### src/rtl/ram_burst_pkg.sv
// Shared types and constants for the burst initiator and its read-return FIFO.
package ram_burst_pkg;

    typedef enum logic [1:0] {
        IDLE,
        WRITE,
        READ,
        DRAIN
    } burst_state_t;

    localparam int RD_FIFO_DEPTH = 2;
    localparam int RD_CNT_W      = $clog2(RD_FIFO_DEPTH + 1);
    localparam int RD_PTR_W      = $clog2(RD_FIFO_DEPTH);

endpackage

### src/rtl/ram_burst_rd_fifo.sv
// Small synchronous FIFO holding read data returned by the RAM until downstream takes it.
module ram_burst_rd_fifo
    import ram_burst_pkg::*;
#(
    parameter int DATA_WIDTH = 8
) (
    input  logic                  clk,
    input  logic                  rst,
    input  logic                  push,
    input  logic [DATA_WIDTH-1:0] push_data,
    input  logic                  pop,
    output logic [RD_CNT_W-1:0]   count,
    output logic [DATA_WIDTH-1:0] head
);

    logic [RD_FIFO_DEPTH-1:0][DATA_WIDTH-1:0] mem;
    logic [RD_PTR_W-1:0]                      wr_ptr;
    logic [RD_PTR_W-1:0]                      rd_ptr;
    logic                                     do_push;
    logic                                     do_pop;

    // A push into a full FIFO is only legal when the head leaves in the same cycle.
    assign do_pop  = pop && (count != '0);
    assign do_push = push && ((count != RD_CNT_W'(RD_FIFO_DEPTH)) || do_pop);
    assign head    = mem[rd_ptr];

    always_ff @(posedge clk) begin
        if (rst) begin
            mem    <= '0;
            wr_ptr <= '0;
            rd_ptr <= '0;
            count  <= '0;
        end else begin
            if (do_push) begin
                mem[wr_ptr] <= push_data;
                wr_ptr      <= wr_ptr + RD_PTR_W'(1);
            end
            if (do_pop)
                rd_ptr <= rd_ptr + RD_PTR_W'(1);
            case ({do_push, do_pop})
                2'b10:   count <= count + RD_CNT_W'(1);
                2'b01:   count <= count - RD_CNT_W'(1);
                default: count <= count;
            endcase
        end
    end

endmodule

### src/rtl/ram_burst_master.sv
// Burst command initiator for one port of dual_port_ram: streams write beats in,
// read beats out, absorbing the RAM's registered read latency and rd_ready stalls.
module ram_burst_master
    import ram_burst_pkg::*;
#(
    parameter int DATA_WIDTH = 8,
    parameter int ADDR_WIDTH = 6
) (
    input  logic                  clk,
    input  logic                  rst,
    input  logic                  cmd_valid,
    output logic                  cmd_ready,
    input  logic                  cmd_write,
    input  logic [ADDR_WIDTH-1:0] cmd_addr,
    input  logic [ADDR_WIDTH-1:0] cmd_len,
    input  logic [DATA_WIDTH-1:0] wr_data,
    input  logic                  wr_valid,
    output logic                  wr_ready,
    output logic [DATA_WIDTH-1:0] rd_data,
    output logic                  rd_valid,
    input  logic                  rd_ready,
    output logic [ADDR_WIDTH-1:0] ram_addr,
    output logic [DATA_WIDTH-1:0] ram_data,
    output logic                  ram_we,
    input  logic [DATA_WIDTH-1:0] ram_q,
    output logic                  busy,
    output logic                  done
);

    burst_state_t          state;
    burst_state_t          state_nxt;
    logic [ADDR_WIDTH-1:0] addr_cnt;
    logic [ADDR_WIDTH-1:0] beat_cnt;
    logic                  pending;
    logic                  done_r;
    logic                  done_set;
    logic                  beat;
    logic                  issue;
    logic                  last_beat;
    logic                  credit_ok;
    logic                  drain_empty;
    logic                  pop;
    logic [RD_CNT_W-1:0]   fifo_count;
    logic [DATA_WIDTH-1:0] fifo_head;

    assign pop       = rd_valid && rd_ready;
    assign rd_valid  = (fifo_count != '0);
    assign rd_data   = fifo_head;
    assign ram_addr  = addr_cnt;
    assign busy      = (state != IDLE);
    assign done      = done_r;
    assign last_beat = (beat_cnt == '0);

    // Room for one more read: FIFO entries plus the in-flight one, after this cycle's pop.
    assign credit_ok = ({1'b0, fifo_count} + {{RD_CNT_W{1'b0}}, pending} + (RD_CNT_W+1)'(1))
                       <= ((RD_CNT_W+1)'(RD_FIFO_DEPTH) + {{RD_CNT_W{1'b0}}, pop});
    // Exit DRAIN in the cycle of the final pop so done lands right after it.
    assign drain_empty = !pending && (fifo_count == RD_CNT_W'(pop));

    always_ff @(posedge clk) begin
        if (rst)
            state <= IDLE;
        else
            state <= state_nxt;
    end

    always_comb begin
        state_nxt = state;
        cmd_ready = 1'b0;
        wr_ready  = 1'b0;
        ram_we    = 1'b0;
        ram_data  = '0;
        issue     = 1'b0;
        beat      = 1'b0;
        done_set  = 1'b0;
        case (state)
            IDLE: begin
                cmd_ready = 1'b1;
                if (cmd_valid)
                    state_nxt = cmd_write ? WRITE : READ;
            end
            WRITE: begin
                wr_ready = 1'b1;
                ram_we   = wr_valid;
                ram_data = wr_data;
                beat     = wr_valid;
                if (wr_valid && last_beat) begin
                    state_nxt = IDLE;
                    done_set  = 1'b1;
                end
            end
            READ: begin
                issue = credit_ok;
                beat  = credit_ok;
                if (credit_ok && last_beat)
                    state_nxt = DRAIN;
            end
            DRAIN: begin
                if (drain_empty) begin
                    state_nxt = IDLE;
                    done_set  = 1'b1;
                end
            end
            default: state_nxt = IDLE;
        endcase
    end

    always_ff @(posedge clk) begin
        if (rst) begin
            addr_cnt <= '0;
            beat_cnt <= '0;
            pending  <= 1'b0;
            done_r   <= 1'b0;
        end else begin
            done_r  <= done_set;
            pending <= issue;
            if (state == IDLE && cmd_valid) begin
                addr_cnt <= cmd_addr;
                beat_cnt <= cmd_len;
            end else if (beat) begin
                addr_cnt <= addr_cnt + ADDR_WIDTH'(1);
                beat_cnt <= beat_cnt - ADDR_WIDTH'(1);
            end
        end
    end

    ram_burst_rd_fifo #(
        .DATA_WIDTH(DATA_WIDTH)
    ) u_fifo (
        .clk      (clk),
        .rst      (rst),
        .push     (pending),
        .push_data(ram_q),
        .pop      (pop),
        .count    (fifo_count),
        .head     (fifo_head)
    );

endmodule

### config.mk
export PLATFORM = sky130hd
export DESIGN_NAME = ram_burst_master
export DESIGN_NICKNAME = d
export VERILOG_FILES = /design/src/rtl/ram_burst_pkg.sv /design/src/rtl/ram_burst_rd_fifo.sv /design/src/rtl/ram_burst_master.sv
export SDC_FILE = /design/constraint.sdc
export NUM_CORES = 1
export LEC_CHECK = 0
export ABC_AREA = 1
export CAP_MARGIN = 20
export CORE_ASPECT_RATIO = 1.75
export CORE_MARGIN = 4
export CORE_UTILIZATION = 43
export DETAILED_ROUTE_END_ITERATION = 10
export PLACE_DENSITY = 0.76
export SYNTH_ARGS = -nofsm -noshare
export SYNTH_HDL_FRONTEND = slang
export SYNTH_SLANG_ARGS = --single-unit
export TNS_END_PERCENT = 30
### constraint.sdc
create_clock -name clk -period 1.7 [get_ports clk]
set_input_delay 0.34 -clock clk [delete_from_list [all_inputs] [get_ports clk]]
set_output_delay 0.34 -clock clk [all_outputs]
set_load 0.05 [all_outputs]
## Word level (Yosys, flattened, before mapping)

Index checks and enable logic that the tools add are counted.
W data, S select, Z words.

| storage, ports and cells | value |
|---|---|
| flip-flop bits (word level) | 36 |
| input port bits | 34 |

| operators by class | value |
|---|---|
| add/subtract/negate cells | 9 |
| $lt $le $gt $ge | 4 |
| equality and inequality tests | 11 |
| muxes and demuxes | 24 |
| bitwise operators | 1 |
| reduce and logical (&&, ||, !) cells | 18 |

Operators with widths:

| operator | count |
|---|---|
| $mux W8 | 4 |
| $mux W6 | 4 |
| $bwmux W16 | 1 |
| $mux W2 | 5 |
| $ne A2 B2 Y1 const B | 5 |
| $demux W8 S1 | 1 |
| $logic_and A1 B1 Y1 | 8 |
| $pmux W2 S4 | 1 |
| $reduce_bool A2 Y1 | 4 |
| $add A6 B1 Y6 const B | 1 |
| $eq A2 B2 Y1 const B | 3 |
| $logic_not A6 Y1 | 1 |
| $sub A6 B1 Y6 const B | 1 |
| $mux W1 | 5 |
| $eq A2 B1 Y1 const B | 2 |
| $lt A1 B2 Y1 const B | 2 |
| $pmux W1 S2 | 2 |
| $pmux W2 S2 | 1 |
| $reduce_and A4 Y1 | 1 |
| $add A2 B1 Y3 | 1 |
| $add A2 B1 Y3 const A | 1 |
| $add A3 B1 Y3 const B | 1 |
| $le A3 B3 Y1 | 1 |
| $add A1 B1 Y1 const B | 2 |
| other kinds (9) | 9 |

## Depth between registers and ports, before layout

| logic depth | value |
|---|---|
| word-level depth | 7 |
| depth in mapped cells | 14 |

## By module

Synthesis repeated with hierarchy kept, for this count alone.

| unflattened totals | value |
|---|---|
| cell total of the unflattened synthesis | 387 |
| area, all modules | 2433.6 µm² |

Modules (own cells, without submodules):

| module | instances | cells each | area each (µm²) |
|---|---|---|---|
| ram_burst_master | 1 | 216 | 1318.8 |
| ram_burst_rd_fifo | 1 | 171 | 1114.8 |

## Worst setup path before layout

OpenSTA, ideal clock, no wires.

| path | value |
|---|---|
| path kind | register to register |
| start | reg u_fifo.count[1] |
| end | reg beat_cnt[5] |
| library setup time | 64 ps |
| arrival | 1870 ps |
| slack | -234 ps |
| cell stages (with the launch flop) | 12 |
| path buffers | 0 |
| clock period less this slack | 1934 ps |
| path through | dfxtp_1 > or2_2 > nand2_1 > inv_1 > ha_1 > inv_1 > nand3_1 > nand3_2 > nand2_4 > a21oi_4 > nor2_1 > nor2_1 |

| between the ends | value |
|---|---|
| cells in the longest elaborated chain, start to end | 6 |
| elaborated cells between the ends (all ways) | 8 |
| classes of those cells | add/sub: 3; order compare: 1; mux: 1; reduce/logical: 3 |

RTL lines:

| item | line | text |
|---|---|---|
| start, declared | ram_burst_rd_fifo.sv:12 | `output logic [RD_CNT_W-1:0] count,` |
| start signal, assigned | ram_burst_rd_fifo.sv:41 | `2'b10: count <= count + RD_CNT_W'(1);` |
| start signal, assigned | ram_burst_rd_fifo.sv:42 | `2'b01: count <= count - RD_CNT_W'(1);` |
| start signal, assigned | ram_burst_rd_fifo.sv:43 | `default: count <= count;` |
| $reduce_bool A2 Y1 | ram_burst_master.sv:47 | `assign rd_valid = (fifo_count != '0);` |
| named net rd_valid | ram_burst_master.sv:20 | `output logic rd_valid,` |
| $logic_and A1 B1 Y1 | ram_burst_master.sv:46 | `assign pop = rd_valid && rd_ready;` |
| $add A2 B1 Y3 | ram_burst_master.sv:56 | `<= ((RD_CNT_W+1)'(RD_FIFO_DEPTH) + {{RD_CNT_W{1'b0}}, pop});` |
| $le A3 B3 Y1 | ram_burst_master.sv:56 |  |
| $pmux W1 S2 | ram_burst_master.sv:76 | `case (state)` |
| $reduce_bool A2 Y1 (no line) | - |  |
| end signal, assigned | ram_burst_master.sv:119 | `beat_cnt <= cmd_len;` |
| end signal, assigned | ram_burst_master.sv:122 | `beat_cnt <= beat_cnt - ADDR_WIDTH'(1);` |
| end, declared | ram_burst_master.sv:33 | `logic [ADDR_WIDTH-1:0] beat_cnt;` |

The timed path passes the listed nets, and every way through them passes these cells.
A chain may end at the register's enable or synchronous reset.

## Worst setup path in the final report

| path | value |
|---|---|
| start | reg u_fifo.count[0] |
| end | reg addr_cnt[5] (netlist: ram_addr[5]) |

| between the ends | value |
|---|---|
| cells in the longest elaborated chain, start to end | 6 |
| elaborated cells between the ends (all ways) | 8 |
| classes of those cells | add/sub: 3; order compare: 1; mux: 1; reduce/logical: 3 |

RTL lines:

| item | line | text |
|---|---|---|
| parallel branches: the longest is 3 deep, another holds $add A2 B1 Y3 | - |  |
| $le A3 B3 Y1 (*) | ram_burst_master.sv:56 |  |
| $pmux W1 S2 (*) | ram_burst_master.sv:76 |  |
| $reduce_bool A2 Y1 (no line) (*) | - |  |
| end signal, assigned | ram_burst_master.sv:118 | `addr_cnt <= cmd_addr;` |
| end signal, assigned | ram_burst_master.sv:121 | `addr_cnt <= addr_cnt + ADDR_WIDTH'(1);` |
| end, declared | ram_burst_master.sv:32 | `logic [ADDR_WIDTH-1:0] addr_cnt;` |

Mark *: on every way between the ends.

==> out/metrics.cfg <==
[sta]
setup_viol = 2
fin_crit_ns = 1.71
finalWorstSetupSlack_ns = -0.00638
finalHoldViolCount = 0
slew_viol_final = 0
rsz0062_at_grt = yes
max-slew-margin-rel_pct = 71.5
fmax_ghz = 0.586
clock_skew_ns = 0.00577
tightest_slew_ns = 0.427
post-route-period-util_pct = 100

[critical_path]
rr_worst_depth = 12
crit_type = reg2reg
critPathRequiredTime_ns = 1.89
cp-start-kind = flip-flop
crit_fanout = 6
crit_start = u_fifo.count[0]
reg2reg_slack_ns = -0.006
reg2reg_to = ram_addr[5]
endpoint = ram_addr[5]
crit_arrival_ns = 1.90
r2r-start = u_fifo.count[0]
endpoint_kind = flip-flop

[final_layout]
stdcell_area_sq_um = 3430
n_fill_cell = 392
instances_no_fill = 468
area_growth_pct = 57.9
final_nets = 458
layout-drive-gt1-share_pct = 25.8
utilization_pct = 69.6
diodes = 0

[yosys]
ys.warnings.count = 0
syn_inst = 333
syn-cell-area_sq_um = 2170
synth.avg_cell_area_sq_um = 6.53
synth_nets = 378
async_reset_ff_share_pct = 0
ys_types = 29
yosysMostFrequentCell = nand2_1
yosys.area.top_type_share_pct = 33.1
synth.ff_latch_count = 36
yosysSeqAreaShare_pct = 33.1
yosys-top-cells-count = nand2_1, nor2_1, inv_1, dfxtp_1, o21ai_0
synthTopCellsByArea = dfxtp_1, nand2_1, nor2_1
synth_edf_count = 0
yosys.area.top_type = dfxtp_1
ys.flop_type = dfxtp_1

[routing]
dr_total_vias = 2325
via_per_inst = 4.97
drtAntennaViolNets = 0
wire_per_inst_um = 12.0
drt_iter0_drc = 77
routed_wl_um = 5600
drc = 0
drt_first_pass_iters = 5

[grt]
grt_max_degree = 33
antenna_found_initial = 0
grt_pass1_wl_um = 9140
track_usage_pct = 18.6
grt_overflow = 0
grt_pass1_vias = 2221

[flow_run]
cap_violations = 0

[placement]
post-place-cells = 455
dpl.hpwl_um = 4090
place_ws_ns = -0.297
gp_congestion = 0.770
place_area_sq_um = 3200
numPortBuffers = 61

[clock_tree]
clkSlewWorstSetupHoldPaths_ns = 0.08
cts_buffer_depth = 2
clock_latency_ns = 0.29
cts_hold_buf = 0
cts_tree = done
ctsHtreeMaxLevel = 2
cts_buffers = 5
clkSinkCount = 36
cts_root_buffer = clkbuf_8

[floorplan]
num_rows = 34
pin_count = 62
die_h_um = 102
fp.dieArea_sq_um = 6300
core_sq_um = 4930
die_w_um = 61.8
start_util_pct = 44.1

[power_and_ir_drop]
peakVddDrop_mv = 1.35
p_leak_nw = 1.64
powerDensity_nw_per_um2 = 1700

[outcome]
status = finished with violations
violations = setup timing

[min_path]
hold_class = reg2reg

## area by class of cell
type | instances | area, sq um | area share [%]
Timing Repair Buffer | 84 | 1020 | 29.8
Clock inverter | 2 | 13.8 | 0.401
Multi-Input combinational cell | 233 | 1320 | 38.4
Inverter | 53 | 199 | 5.79
Tap cell | 54 | 67.6 | 1.97
Sequential cell | 36 | 729 | 21.2
Clock buffer | 6 | 82.6 | 2.40
## how the worst min path moves through the flow
stage	from	end	slack, ns	cells past startpoint
5_1_grt	u_fifo.mem[0]	u_fifo.mem[0]	0.47	2
6_report	u_fifo.mem[2]	u_fifo.mem[2]	0.45	2
3_5_place_dp	u_fifo.mem[7]	u_fifo.mem[7]	0.44	2
2_1_floorplan	rst	pending	0.40	1
4_1_cts	u_fifo.mem[7]	u_fifo.mem[7]	0.45	2
3_3_place_gp	u_fifo.mem[5]	u_fifo.mem[5]	0.43	2
## report_power, final
group | switching (mW) | internal [mW] | leakage, nW
Combinational | 2.27 | 1.66 | 1.30
Clock | 0.326 | 0.332 | 0.0516
Sequential | 0.165 | 1.08 | 0.297
Total | 2.77 | 3.07 | 1.64
## registers in the layout (all words and copies together), names as in the netlist
register       flops
beat_cnt           6
done               1
pending            1
ram_addr           6
state              2
u_fifo.count       2
u_fifo.mem        16
u_fifo.rd_ptr      1
u_fifo.wr_ptr      1
## metal layers
| layer | part of all wire (%) | up-vias | track usage, % | wire (um) |
|---|---|---|---|---|
| met5 | 0 | - | 0 | 0 |
| met4 | 2.7 | 0 | 8.01 | 151 |
| met3 | 6.6 | 16 | 5.06 | 371 |
| met2 | 53 | 72 | 34.0 | 2990 |
| met1 | 37 | 1034 | 18.9 | 2090 |
| li1 | - | 1203 | - | - |
## worst max-delay path: stages (launching register included)
cell     delay [ns]
dfxtp_2        0.34
or2_4          0.25
nand2_2        0.06
inv_2          0.05
ha_4           0.26
inv_2          0.03
nand3_2        0.05
nand3_2        0.09
nand2_4        0.12
a21oi_4        0.07
buf_6          0.16
nor2_1         0.09
nor2_1         0.05
## metrics by stage
| step | hold slack [ns] | power [mW] | TNS, ns |
|---|---|---|---|
| after detailed placement | 0.440 | 4.83 | -3.61 |
| after CTS | 0.451 | 5.60 | 0 |
| after global routing | 0.466 | 6.29 | -0.904 |
| after global placement | 0.433 | 4.76 | -3.04 |
| final | 0.453 | 5.83 | -0.00694 |
| after floorplan | 0.405 | 3.56 | -2.81 |
## layout by cell type, fill, tap and decap left out, drive strengths merged
master and n:
inv 54, nand4 5, dfxtp 36, clkdlybuf4s50 33, clkinv 1, nand2 76, xor2 1, buf 51
a21oi 16, or2 2, ha 11, a32oi 1, nand3 26, a31oi 1, a21boi 1, nor2 57
clkbuf 6, o21ai 36
## cell families (layout without fill, tap and decap cells)
family / count (synthesis) / in the layout / synth area share (%)
simple gates: 166 / 166 / 34.7
fa+ha+maj: 11 / 11 / 6.33
flops: 36 / 36 / 33.1
compound gates: 55 / 55 / 13.7
buf+inv: 64 / 145 / 11.7
xor+xnor: 1 / 1 / 0.403
## timing repair
| action | 4_1_cts | 5_1_grt |
|---|---|---|
| setup endpoints to repair | 22 | 27 |
| resized for setup | 8 | 25 |
| pin swaps | 2 | 11 |
| endpoints found under the hold margin | 0 | 0 |
| setup buffers | 3 | 2 |
Note: power is estimated with default switching activity, not from simulation.
